**src/rtl/gshare_bpu_if.sv**
```systemverilog
// Fetch-side lookup and EX/MEM-side training bus of the gshare branch predictor.
// The slave modport is the predictor. The master modport is the pipeline that drives it.
interface gshare_bpu_if #(
  parameter int GHR_W = 8
);
  logic             ready;
  logic             lk_valid;
  logic [31:0]      lk_pc;
  logic             pred_valid;
  logic             pred_taken;
  logic [31:0]      pred_target;
  logic [GHR_W-1:0] pred_ghr;
  logic             upd_valid;
  logic [1:0]       upd_kind;
  logic [31:0]      upd_pc;
  logic [GHR_W-1:0] upd_ghr;
  logic             upd_taken;
  logic [31:0]      upd_target;
  logic             upd_mispredict;
  logic [31:0]      perf_lookups;
  logic [31:0]      perf_mispredicts;

  modport master (
    input  ready, pred_valid, pred_taken, pred_target, pred_ghr,
           perf_lookups, perf_mispredicts,
    output lk_valid, lk_pc, upd_valid, upd_kind, upd_pc, upd_ghr,
           upd_taken, upd_target, upd_mispredict
  );

  modport slave (
    output ready, pred_valid, pred_taken, pred_target, pred_ghr,
           perf_lookups, perf_mispredicts,
    input  lk_valid, lk_pc, upd_valid, upd_kind, upd_pc, upd_ghr,
           upd_taken, upd_target, upd_mispredict
  );
endinterface

```
**src/rtl/gshare_bpu.sv**
```systemverilog
// gshare predictor: a 2-bit counter PHT indexed by PC^GHR, a direct-mapped BTB, and a speculative GHR with mispredict recovery.
// Define BP_PERF_EN to build the lookup and mispredict performance counters. Without it, both counter ports read 0.
module gshare_bpu #(
  parameter int IDX_W     = 8,
  parameter int GHR_W     = 8,
  parameter int BTB_IDX_W = 6,
  parameter int TAG_W     = 10
) (
  input logic         clk,
  input logic         rst,
  gshare_bpu_if.slave bus
);
  localparam int PHT_DEPTH = 2**IDX_W;
  localparam int BTB_DEPTH = 2**BTB_IDX_W;
  localparam int PTR_W     = (IDX_W > BTB_IDX_W) ? IDX_W : BTB_IDX_W;
  localparam int TAG_LO    = BTB_IDX_W + 2;
  localparam int TAG_HI    = BTB_IDX_W + TAG_W + 1;
  localparam logic [1:0] KIND_COND = 2'b01;

  typedef enum logic {INIT, RUN} state_e;

  state_e           state_q;
  logic [PTR_W-1:0] ptr_q;
  logic             ready_q;
  logic             predValid_q;
  logic             predTaken_q;
  logic [31:0]      predTarget_q;
  logic [GHR_W-1:0] predGhr_q;
  logic [GHR_W-1:0] ghr_q, ghr_d;

  logic [1:0]       pht_q       [PHT_DEPTH];
  logic             btbValid_q  [BTB_DEPTH];
  logic [TAG_W-1:0] btbTag_q    [BTB_DEPTH];
  logic [31:0]      btbTarget_q [BTB_DEPTH];
  logic [1:0]       btbKind_q   [BTB_DEPTH];

  logic [IDX_W-1:0]     lkIdx, updIdx;
  logic [BTB_IDX_W-1:0] lkBtbIdx, updBtbIdx;
  logic                 lkHit, lkCond, predTaken_d;
  logic [31:0]          predTarget_d;
  logic                 lkFire, updFire;
  logic [1:0]           phtUpd_d;
  logic                 unusedPcBits;

  assign lkIdx     = bus.lk_pc[IDX_W+1:2] ^ IDX_W'(ghr_q);
  assign updIdx    = bus.upd_pc[IDX_W+1:2] ^ IDX_W'(bus.upd_ghr);
  assign lkBtbIdx  = bus.lk_pc[BTB_IDX_W+1:2];
  assign updBtbIdx = bus.upd_pc[BTB_IDX_W+1:2];
  assign lkFire    = (state_q == RUN) && bus.lk_valid;
  assign updFire   = (state_q == RUN) && bus.upd_valid && (bus.upd_kind != 2'b00);

  assign unusedPcBits = ^{bus.lk_pc[31:TAG_HI+1], bus.lk_pc[1:0],
                          bus.upd_pc[31:TAG_HI+1], bus.upd_pc[1:0]};

  // Tables are read combinationally from their current contents, so a same-cycle update is not yet visible.
  always_comb begin
    lkHit        = btbValid_q[lkBtbIdx] && (btbTag_q[lkBtbIdx] == bus.lk_pc[TAG_HI:TAG_LO]);
    lkCond       = lkHit && (btbKind_q[lkBtbIdx] == KIND_COND);
    predTaken_d  = lkCond ? pht_q[lkIdx][1] : lkHit;
    predTarget_d = predTaken_d ? btbTarget_q[lkBtbIdx] : bus.lk_pc + 32'd4;
  end

  always_comb begin
    phtUpd_d = pht_q[updIdx];
    if (bus.upd_taken && (pht_q[updIdx] != 2'b11)) begin
      phtUpd_d = pht_q[updIdx] + 2'b01;
    end else if (!bus.upd_taken && (pht_q[updIdx] != 2'b00)) begin
      phtUpd_d = pht_q[updIdx] - 2'b01;
    end
  end

  // A mispredict restores history from the resolved branch and overrides a speculative shift in the same cycle.
  always_comb begin
    ghr_d = ghr_q;
    if (lkFire && lkCond) begin
      ghr_d = {ghr_q[GHR_W-2:0], predTaken_d};
    end
    if (updFire && bus.upd_mispredict) begin
      ghr_d = (bus.upd_kind == KIND_COND) ? {bus.upd_ghr[GHR_W-2:0], bus.upd_taken}
                                          : bus.upd_ghr;
    end
  end

  always_ff @(posedge clk) begin
    if (rst) begin
      state_q      <= INIT;
      ptr_q        <= '0;
      ready_q      <= 1'b0;
      predValid_q  <= 1'b0;
      predTaken_q  <= 1'b0;
      predTarget_q <= '0;
      predGhr_q    <= '0;
      ghr_q        <= '0;
    end else begin
      case (state_q)
        INIT: begin
          ptr_q       <= ptr_q + PTR_W'(1);
          predValid_q <= 1'b0;
          if (ptr_q == '1) begin
            state_q <= RUN;
            ready_q <= 1'b1;
          end
        end
        RUN: begin
          ghr_q       <= ghr_d;
          predValid_q <= bus.lk_valid;
          if (bus.lk_valid) begin
            predTaken_q  <= predTaken_d;
            predTarget_q <= predTarget_d;
            predGhr_q    <= ghr_q;
          end
        end
        default: state_q <= INIT;
      endcase
    end
  end

  // Table storage has no reset of its own. INIT sweeps it after every rst.
  always_ff @(posedge clk) begin
    if (!rst) begin
      if (state_q == INIT) begin
        if (32'(ptr_q) < PHT_DEPTH) pht_q[ptr_q[IDX_W-1:0]] <= 2'b01;
        if (32'(ptr_q) < BTB_DEPTH) btbValid_q[ptr_q[BTB_IDX_W-1:0]] <= 1'b0;
      end else if (updFire) begin
        if (bus.upd_kind == KIND_COND) pht_q[updIdx] <= phtUpd_d;
        if (bus.upd_taken) begin
          btbValid_q[updBtbIdx]  <= 1'b1;
          btbTag_q[updBtbIdx]    <= bus.upd_pc[TAG_HI:TAG_LO];
          btbTarget_q[updBtbIdx] <= bus.upd_target;
          btbKind_q[updBtbIdx]   <= bus.upd_kind;
        end
      end
    end
  end

  assign bus.ready       = ready_q;
  assign bus.pred_valid  = predValid_q;
  assign bus.pred_taken  = predTaken_q;
  assign bus.pred_target = predTarget_q;
  assign bus.pred_ghr    = predGhr_q;

`ifdef BP_PERF_EN
  logic [31:0] perfLookups_q, perfMispredicts_q;

  always_ff @(posedge clk) begin
    if (rst) begin
      perfLookups_q     <= '0;
      perfMispredicts_q <= '0;
    end else if (state_q == RUN) begin
      if (bus.lk_valid) perfLookups_q <= perfLookups_q + 32'd1;
      if (bus.upd_valid && bus.upd_mispredict) perfMispredicts_q <= perfMispredicts_q + 32'd1;
    end
  end

  assign bus.perf_lookups     = perfLookups_q;
  assign bus.perf_mispredicts = perfMispredicts_q;
`else
  assign bus.perf_lookups     = '0;
  assign bus.perf_mispredicts = '0;
`endif
endmodule

```
**src/flat_wrapper.sv**
```systemverilog
// flat-port wrapper written by rule: the top's interface ports become plain ports
module gshare_bpu_flat 
#(
  parameter int IDX_W     = 8,
  parameter int GHR_W     = 8,
  parameter int BTB_IDX_W = 6,
  parameter int TAG_W     = 10
)
  (clk, rst, bus_ready, bus_pred_valid, bus_pred_taken, bus_pred_target, bus_pred_ghr, bus_perf_lookups, bus_perf_mispredicts, bus_lk_valid, bus_lk_pc, bus_upd_valid, bus_upd_kind, bus_upd_pc, bus_upd_ghr, bus_upd_taken, bus_upd_target, bus_upd_mispredict);
  gshare_bpu_if #(.GHR_W(GHR_W)) bus_i ();
  input logic clk;
  input logic rst;
  output wire logic [$bits(bus_i.ready)-1:0] bus_ready;
  output wire logic [$bits(bus_i.pred_valid)-1:0] bus_pred_valid;
  output wire logic [$bits(bus_i.pred_taken)-1:0] bus_pred_taken;
  output wire logic [$bits(bus_i.pred_target)-1:0] bus_pred_target;
  output wire logic [$bits(bus_i.pred_ghr)-1:0] bus_pred_ghr;
  output wire logic [$bits(bus_i.perf_lookups)-1:0] bus_perf_lookups;
  output wire logic [$bits(bus_i.perf_mispredicts)-1:0] bus_perf_mispredicts;
  input wire logic [$bits(bus_i.lk_valid)-1:0] bus_lk_valid;
  input wire logic [$bits(bus_i.lk_pc)-1:0] bus_lk_pc;
  input wire logic [$bits(bus_i.upd_valid)-1:0] bus_upd_valid;
  input wire logic [$bits(bus_i.upd_kind)-1:0] bus_upd_kind;
  input wire logic [$bits(bus_i.upd_pc)-1:0] bus_upd_pc;
  input wire logic [$bits(bus_i.upd_ghr)-1:0] bus_upd_ghr;
  input wire logic [$bits(bus_i.upd_taken)-1:0] bus_upd_taken;
  input wire logic [$bits(bus_i.upd_target)-1:0] bus_upd_target;
  input wire logic [$bits(bus_i.upd_mispredict)-1:0] bus_upd_mispredict;
  assign bus_ready = bus_i.ready;
  assign bus_pred_valid = bus_i.pred_valid;
  assign bus_pred_taken = bus_i.pred_taken;
  assign bus_pred_target = bus_i.pred_target;
  assign bus_pred_ghr = bus_i.pred_ghr;
  assign bus_perf_lookups = bus_i.perf_lookups;
  assign bus_perf_mispredicts = bus_i.perf_mispredicts;
  assign bus_i.lk_valid = bus_lk_valid;
  assign bus_i.lk_pc = bus_lk_pc;
  assign bus_i.upd_valid = bus_upd_valid;
  assign bus_i.upd_kind = bus_upd_kind;
  assign bus_i.upd_pc = bus_upd_pc;
  assign bus_i.upd_ghr = bus_upd_ghr;
  assign bus_i.upd_taken = bus_upd_taken;
  assign bus_i.upd_target = bus_upd_target;
  assign bus_i.upd_mispredict = bus_upd_mispredict;
  gshare_bpu #(.IDX_W(IDX_W), .GHR_W(GHR_W), .BTB_IDX_W(BTB_IDX_W), .TAG_W(TAG_W)) u_core (.clk(clk), .rst(rst), .bus(bus_i));
endmodule
```
**config.mk**
```make
export PLATFORM = sky130hd
export DESIGN_NAME = gshare_bpu_flat
export DESIGN_NICKNAME = d
export VERILOG_FILES = /design/src/rtl/gshare_bpu_if.sv /design/src/rtl/gshare_bpu.sv /design/src/flat_wrapper.sv
export SDC_FILE = /design/constraint.sdc
export NUM_CORES = 2
export LEC_CHECK = 0
export CAP_MARGIN = 40
export CORE_UTILIZATION = 35
export CTS_BUF_LIST = sky130_fd_sc_hd__clkbuf_16
export DETAILED_ROUTE_END_ITERATION = 6
export SETUP_SLACK_MARGIN = 0.05
export SLEW_MARGIN = 5
export SYNTH_ARGS = -nofsm -noshare
export SYNTH_HDL_FRONTEND = slang
export SYNTH_SLANG_ARGS = --single-unit
```
**constraint.sdc**
```tcl
create_clock -name clk -period 31.6 [get_ports clk]
set_clock_uncertainty 0.15 [all_clocks]
set_input_delay 9.48 -clock clk [delete_from_list [all_inputs] [get_ports clk]]
set_output_delay 9.48 -clock clk [all_outputs]
set_load 0.05 [all_outputs]
```
== Word-level counts from Yosys, hierarchy flattened ==
Memory sizes are Yosys's and may differ from the RTL's.
Index checks and enable logic that the tools add are counted.
W data, S select, Z words.
Storage, ports and cells
  register bits: 60
  memory bits (writable): 3392
  input port bits: 112
  output and inout bits: 107
  word-level logic and storage cells: 77
  memories: 5
Operators by class
  $add $sub $neg: 4
  $lt $le $gt $ge: 1
  equal/unequal tests: 5
  mux-type cells: 33
  bitwise gates (word level): 3
  reductions and logical operators: 18
Memory list
  u_core.btbTarget_q: words 64, width 32, rd ports 1, clocked after Yosys merged registers in 0, wr ports 1, line gshare_bpu.sv:34  | logic [31:0] btbTarget_q [BTB_DEPTH];
  u_core.btbTag_q: words 64, width 10, rd ports 1, clocked after Yosys merged registers in 0, wr ports 1, line gshare_bpu.sv:33  | logic [TAG_W-1:0] btbTag_q [BTB_DEPTH];
  u_core.pht_q: words 256, width 2, rd ports 2, clocked after Yosys merged registers in 0, wr ports 1, line gshare_bpu.sv:31  | logic [1:0] pht_q [PHT_DEPTH];
  u_core.btbKind_q: words 64, width 2, rd ports 1, clocked after Yosys merged registers in 0, wr ports 1, line gshare_bpu.sv:35  | logic [1:0] btbKind_q [BTB_DEPTH];
  u_core.btbValid_q: words 64, width 1, rd ports 1, clocked after Yosys merged registers in 0, wr ports 1, line gshare_bpu.sv:32  | logic btbValid_q [BTB_DEPTH];
Operator list (number)
  $add A32 B3 Y32 const B: 1
  $mux W32: 1
  $mux W8: 4
  $mux W1: 23
  $xor A8 B8 Y8: 2
  $eq A10 B10 Y1: 1
  $logic_and A1 B1 Y1: 9
  $add A8 B1 Y8 const B: 1
  $eq A8 B8 Y1 const B: 1
  $lt A8 B7 Y1 const B: 1
  $mux W2: 3
  $mux W6: 1
  $reduce_and A2 Y1: 3
  $reduce_bool A2 Y1: 3
  $eq A2 B1 Y1 const B: 2
  $add A2 B1 Y2 const B: 1
  $ne A2 B2 Y1 const B: 1
  $pmux W1 S2: 1
  $reduce_or A2 Y1: 1
  $sub A2 B1 Y2 const B: 1
  $logic_not A1 Y1: 1
  $not A1 Y1: 1
  $reduce_or A1 Y1: 1

== Depth between registers and ports, before layout ==
  depth in word-level cells: 8
  depth in mapped cells: 19

== Worst setup path after synthesis ==
No wires, ideal clock.
  path type: in2reg
  start: input bus_upd_ghr[0]
  end: memory u_core.pht_q[0][1], data pin
  setup time: 2247 ps
  arrival: 23205 ps
  required time: 29203 ps
  setup slack: 5998 ps
  cell stages on the path: 12
  cell sequence: xor2_1 > clkbuf_1 > buf_1 > mux4_2 > mux4_2 > a22oi_1 > nand2_1 > mux4_2 > ha_1 > nor2_1 > a211oi_1 > a211oi_1
On the way
  cells in the longest elaborated chain, start to end: 7
  elaborated cells on any way between the ends: 11
  those cells by class: add/sub: 2; eq/ne: 1; mux: 3; bitwise: 1; reduce/logical: 3; memory: 1
Ends and longest elaborated chain
  start: declaration: line flat_wrapper.sv:25  | input wire logic [$bits(bus_i.upd_ghr)-1:0] bus_upd_ghr;
  $xor A8 B8 Y8 *: line gshare_bpu.sv:46  | assign updIdx = bus.upd_pc[IDX_W+1:2] ^ IDX_W'(bus.upd_ghr);
  $mem_v2 Z256 W2 *
  branches (longest 3 deep; another with $sub A2 B1 Y2)
  $mux W2 *: line gshare_bpu.sv:65  | if (bus.upd_taken && (pht_q[updIdx] != 2'b11)) begin
  $mux W2 (no line) *
  end: declaration: line gshare_bpu.sv:31
Every way passes the cells marked *.

== Final worst setup path ==
  start: input bus_lk_pc[2]
  end: register u_core.predTarget_q[9] (netlist: u_core.bus.pred_target[9])
On the way
  cells in the longest elaborated chain, start to end: 6
  elaborated cells on any way between the ends: 13
  those cells by class: add/sub: 1; eq/ne: 2; mux: 2; bitwise: 1; reduce/logical: 2; memory: 5
Ends and longest elaborated chain
  start: declaration: line flat_wrapper.sv:21  | input wire logic [$bits(bus_i.lk_pc)-1:0] bus_lk_pc;
  $mem_v2 Z64 W10
  $eq A10 B10 Y1: line gshare_bpu.sv:57  | lkHit = btbValid_q[lkBtbIdx] && (btbTag_q[lkBtbIdx] == bus.lk_pc[TAG_HI:TAG_LO]);
  $logic_and A1 B1 Y1: line gshare_bpu.sv:57
  $logic_and A1 B1 Y1: line gshare_bpu.sv:58  | lkCond = lkHit && (btbKind_q[lkBtbIdx] == KIND_COND);
  $mux W1: line gshare_bpu.sv:59  | predTaken_d = lkCond ? pht_q[lkIdx][1] : lkHit;
  $mux W32 *: line gshare_bpu.sv:60  | predTarget_d = predTaken_d ? btbTarget_q[lkBtbIdx] : bus.lk_pc + 32'd4;
  end signal: assignment: line gshare_bpu.sv:109  | predTarget_q <= predTarget_d;
  end: declaration: line gshare_bpu.sv:27  | logic [31:0] predTarget_q;
Every way passes the cells marked *; elsewhere a longest branch is shown, timed or not.
A chain may end at the register's enable or synchronous reset.

==> metrics <==
Max-Cap Viols=0; Yosys top cell area share=0.743; storage element area=103000 sq um; Synth area leaders=edfxtp_1 (74%), mux4_2 (17%), nor2_1 (1.3%); Final HPWL DP=236000 um; Synth Area in Adders=0.000365; CP Class=in -> reg; core area=approximately 400000 sq um; xor-xnor portion of the synthesized cell area=0.00433; final worst-path cycle share=0.501; DRT met1 WL=154000 um; Critical Path AT=16.53 ns; combinational group share of total power=0.050; status=finished clean; R2R Path End=u_core.bus.pred_target[9]; hold endpoint=u_core.bus.pred_ghr[4]; initial core utilization=0.352; VDD IR max=0.0438 mV; Worst Setup Start Kind=primary input; setup_tns=0 ns; Min-Delay Path Depth=2; die area=394000 sq um; Tot Pwr=9500 uW; DR WL met3=34500 um; Reg2Reg Depth=15; Yosys reg bits=3452; 1st-pass router iterations=5; Post-Synthesis Cells=6431; share of layout cells above drive strength 1=0.282; fin cells=12400; Routed Antenna Nets=0; gpl congestion=0.802; crit path max fanout=55; slack of the worst reg-to-reg path=roughly 26 ns; Ys Warns=0; P_int=7450 uW; H-tree level count=5; Hold Startpoint=u_core.bus.pred_ghr[4]; fill cell count=between 30000 and 40000; mux cell area share after synthesis=0.178; Compound-Gate Fraction of Synth Area=0.0153; pwr dens=59.9 nW/um^2; Lkg Pwr=0.0498 uW; routed len/inst=approximately 32 um; post-synthesis sequential area ratio=0.752; Netlist cell types=78; CTS Sinks=between 3000 and 4000; Switch Pwr=just over 2000 uW; Critical R2R Launch=u_core.ghr_q[1]; clock tree root buffer cell=clkbuf_16; total I/O pin count=219; Hold Vio Cnt, Final=0; row cnt=229; # nets final=6978; max layer used=met5; Worst-path clk slew=roughly 0.06 ns; largest family of logic cells by synthesized area=multiplexers; die width=628 um; CTS tree=built; mapped cell area=137000 sq um; Post-CTS Hold Buffers=0; worst skew pair latency=between 0.9 and 1 ns; post-CTS sizing=0; Vias/cell=between 5 and 6; grt total ovfl=0; drt drc=0; Max Slew Vio Count=0; Tightest Pin Transition=1.02 ns; Simple-Gate Fraction of Synth Area=0.0333; Die Ht=approximately 630 um; nature of the critical path endpoint=flop; largest net degree at the start of global routing=106; endpoints failing setup=0; Max Buffers Root-to-Sink=4; Max Freq=63.1 MHz; Clk network pwr share=0.422; Iter 0 DRT Violations=just over 9000; min cycle time layout=between 15 and 20 ns; Flop pwr share=0.527; Critical Path RT=32.29 ns; dpl cells=11700; Sw Ratio=0.216; unrepaired setup endpoints after global routing=no; Tightest Hold Check Type=reg -> reg; Post-synth EDFFs=~3400; post-CTS setup buffer count=0; area grow syn2layout=15.7%; Mapped Avg Cell Area=21.3 sq um; Slew headroom=0.317; area leader, netlist=edfxtp_1; asr flop ratio synth=0; DRT Wirelength=401000 um; # port buffers=138; area of the multi-input gates=roughly 33000 sq um; CTS Buf Count=about 350; Tot GR Track Use=0.200; initial antenna violation count=35; Primary FF master, synth=edfxtp_1; total vias in the final route=70300; vias in the first global route=69800; met2 WL=197000 um; first-pass GRT wire length=553000 um
worst max-delay path, cell delays in order:
cell and delay (ns):
buf_8 0.35, buf_4 0.73, buf_4 0.59, buf_4 0.73, mux4_2 0.59, a22oi_1 0.34, nand3_1 0.33, a32oi_1 0.38
xor2_1 0.17, o2111a_1 0.19, nand4_1 0.41, nor4_4 0.81, buf_4 0.31, buf_16 0.29, nor3_1 0.13, a2111oi_2 0.36
power by group through the flow:
stage	sequential (uW)	combinational, uW	clock, uW
after floorplan	5110	284	0
after global placement	5110	453	0
after detailed placement	5110	476	0
after CTS	5010	477	4060
after global routing	5010	501	4230
final	5010	477	4010
state kept, by name, summed over array words and instances, names as in the netlist, 8 cells and up:
name / cells
u_core.btbTarget_q: 2048
u_core.btbTag_q: 640
u_core.pht_q: 512
u_core.btbKind_q: 128
u_core.btbValid_q: 64
u_core.bus.pred_target: 32
u_core.bus.pred_ghr: 8
u_core.ghr_q: 8
u_core.ptr_q: 8
cells in the mapped netlist (37+ instances only):
| library cell | count |
|---|---|
| edfxtp_1 | 3392 |
| nor2_1 | 478 |
| buf_1 | 37 |
| mux2i_1 | 71 |
| inv_1 | 37 |
| buf_4 | 84 |
| nand2_1 | 236 |
| dfxtp_1 | 60 |
| clkbuf_1 | 181 |
| a21oi_1 | 39 |
| a22oi_1 | 40 |
| xnor2_1 | 39 |
| mux4_2 | 1042 |
| nand3_1 | 100 |
| buf_2 | 122 |
routing by layer:
layer | vias up | track usage
met5 | - | 0
met4 | 10 | 0.0659
met3 | 712 | 0.0346
met2 | 3769 | 0.334
met1 | 38100 | 0.266
li1 | 27700 | -
area by class of cell:
cell class              instances  area share
diodes                         12    0.000189
flip-flops and latches       3452       0.650
repair buffers                444      0.0325
clock inverters               275      0.0128
clock buffers                 360      0.0568
inverters                      41     0.00103
well taps                    5197      0.0410
multi-input cells            2569       0.206
cell usage in the layout, fill, tap and decap left out, drive strengths merged, types with 11 or more instances in the layout:
cell and n:
edfxtp 3392, mux4 1042, nor2 478, clkbuf 360
buf 353, nand2 236, clkinv 154, inv 129
nand3 100, clkdlybuf4s50 90, mux2i 71, conb 64
dfxtp 60, a22oi 40, a21oi 39, xnor2 39
nor3 36, nand3b 29, o32ai 28, xor2 28
nand4 24, nand2b 22, mux2 22, bufinv 22
o21ai 20, a31oi 20, and2 20, nor2b 18
a211oi 17, and3 17, a2111oi 17, o22ai 13
nor4 13, diode 12, or3 11, clkinvlp 11
worst max-delay path by stage:
stage                    from                    endpoint  slack, ns  cells after the start
2_1_floorplan  bus_upd_ghr[0]          u_core.pht_q[0][1]       6.00                     12
3_3_place_gp     bus_lk_pc[2]  u_core.bus.pred_target[29]      14.30                     14
3_5_place_dp     bus_lk_pc[2]  u_core.bus.pred_target[19]      14.75                     16
4_1_cts          bus_lk_pc[2]   u_core.bus.pred_target[9]      15.71                     16
5_1_grt          bus_lk_pc[2]  u_core.bus.pred_target[31]      15.47                     16
6_report         bus_lk_pc[2]   u_core.bus.pred_target[9]      15.76                     16
metrics by stage:
step,setup slack (ns),utilization,hold slack [ns],area [sq um]
after global placement,14.30,0.372,0.311,145000
after floorplan,6.00,-,0.302,137000
after CTS,15.71,0.406,0.326,158000
after global routing,15.47,0.407,0.345,159000
after detailed placement,14.75,0.378,0.318,147000
final,15.76,0.407,0.320,159000
kinds of logic (layout without fill, tap and decap cells):
group	after synthesis	after routing
multiplexers	1135	1135
buffers and inverters	473	1120
flip-flops	3452	3452
AO/OA/AOI/OAI	275	275
adder cells (fa/ha/maj)	4	4
other	1	76
XOR/XNOR	67	67
AND/OR/NAND/NOR	1024	1024
Power figures use the tool's default switching activity.
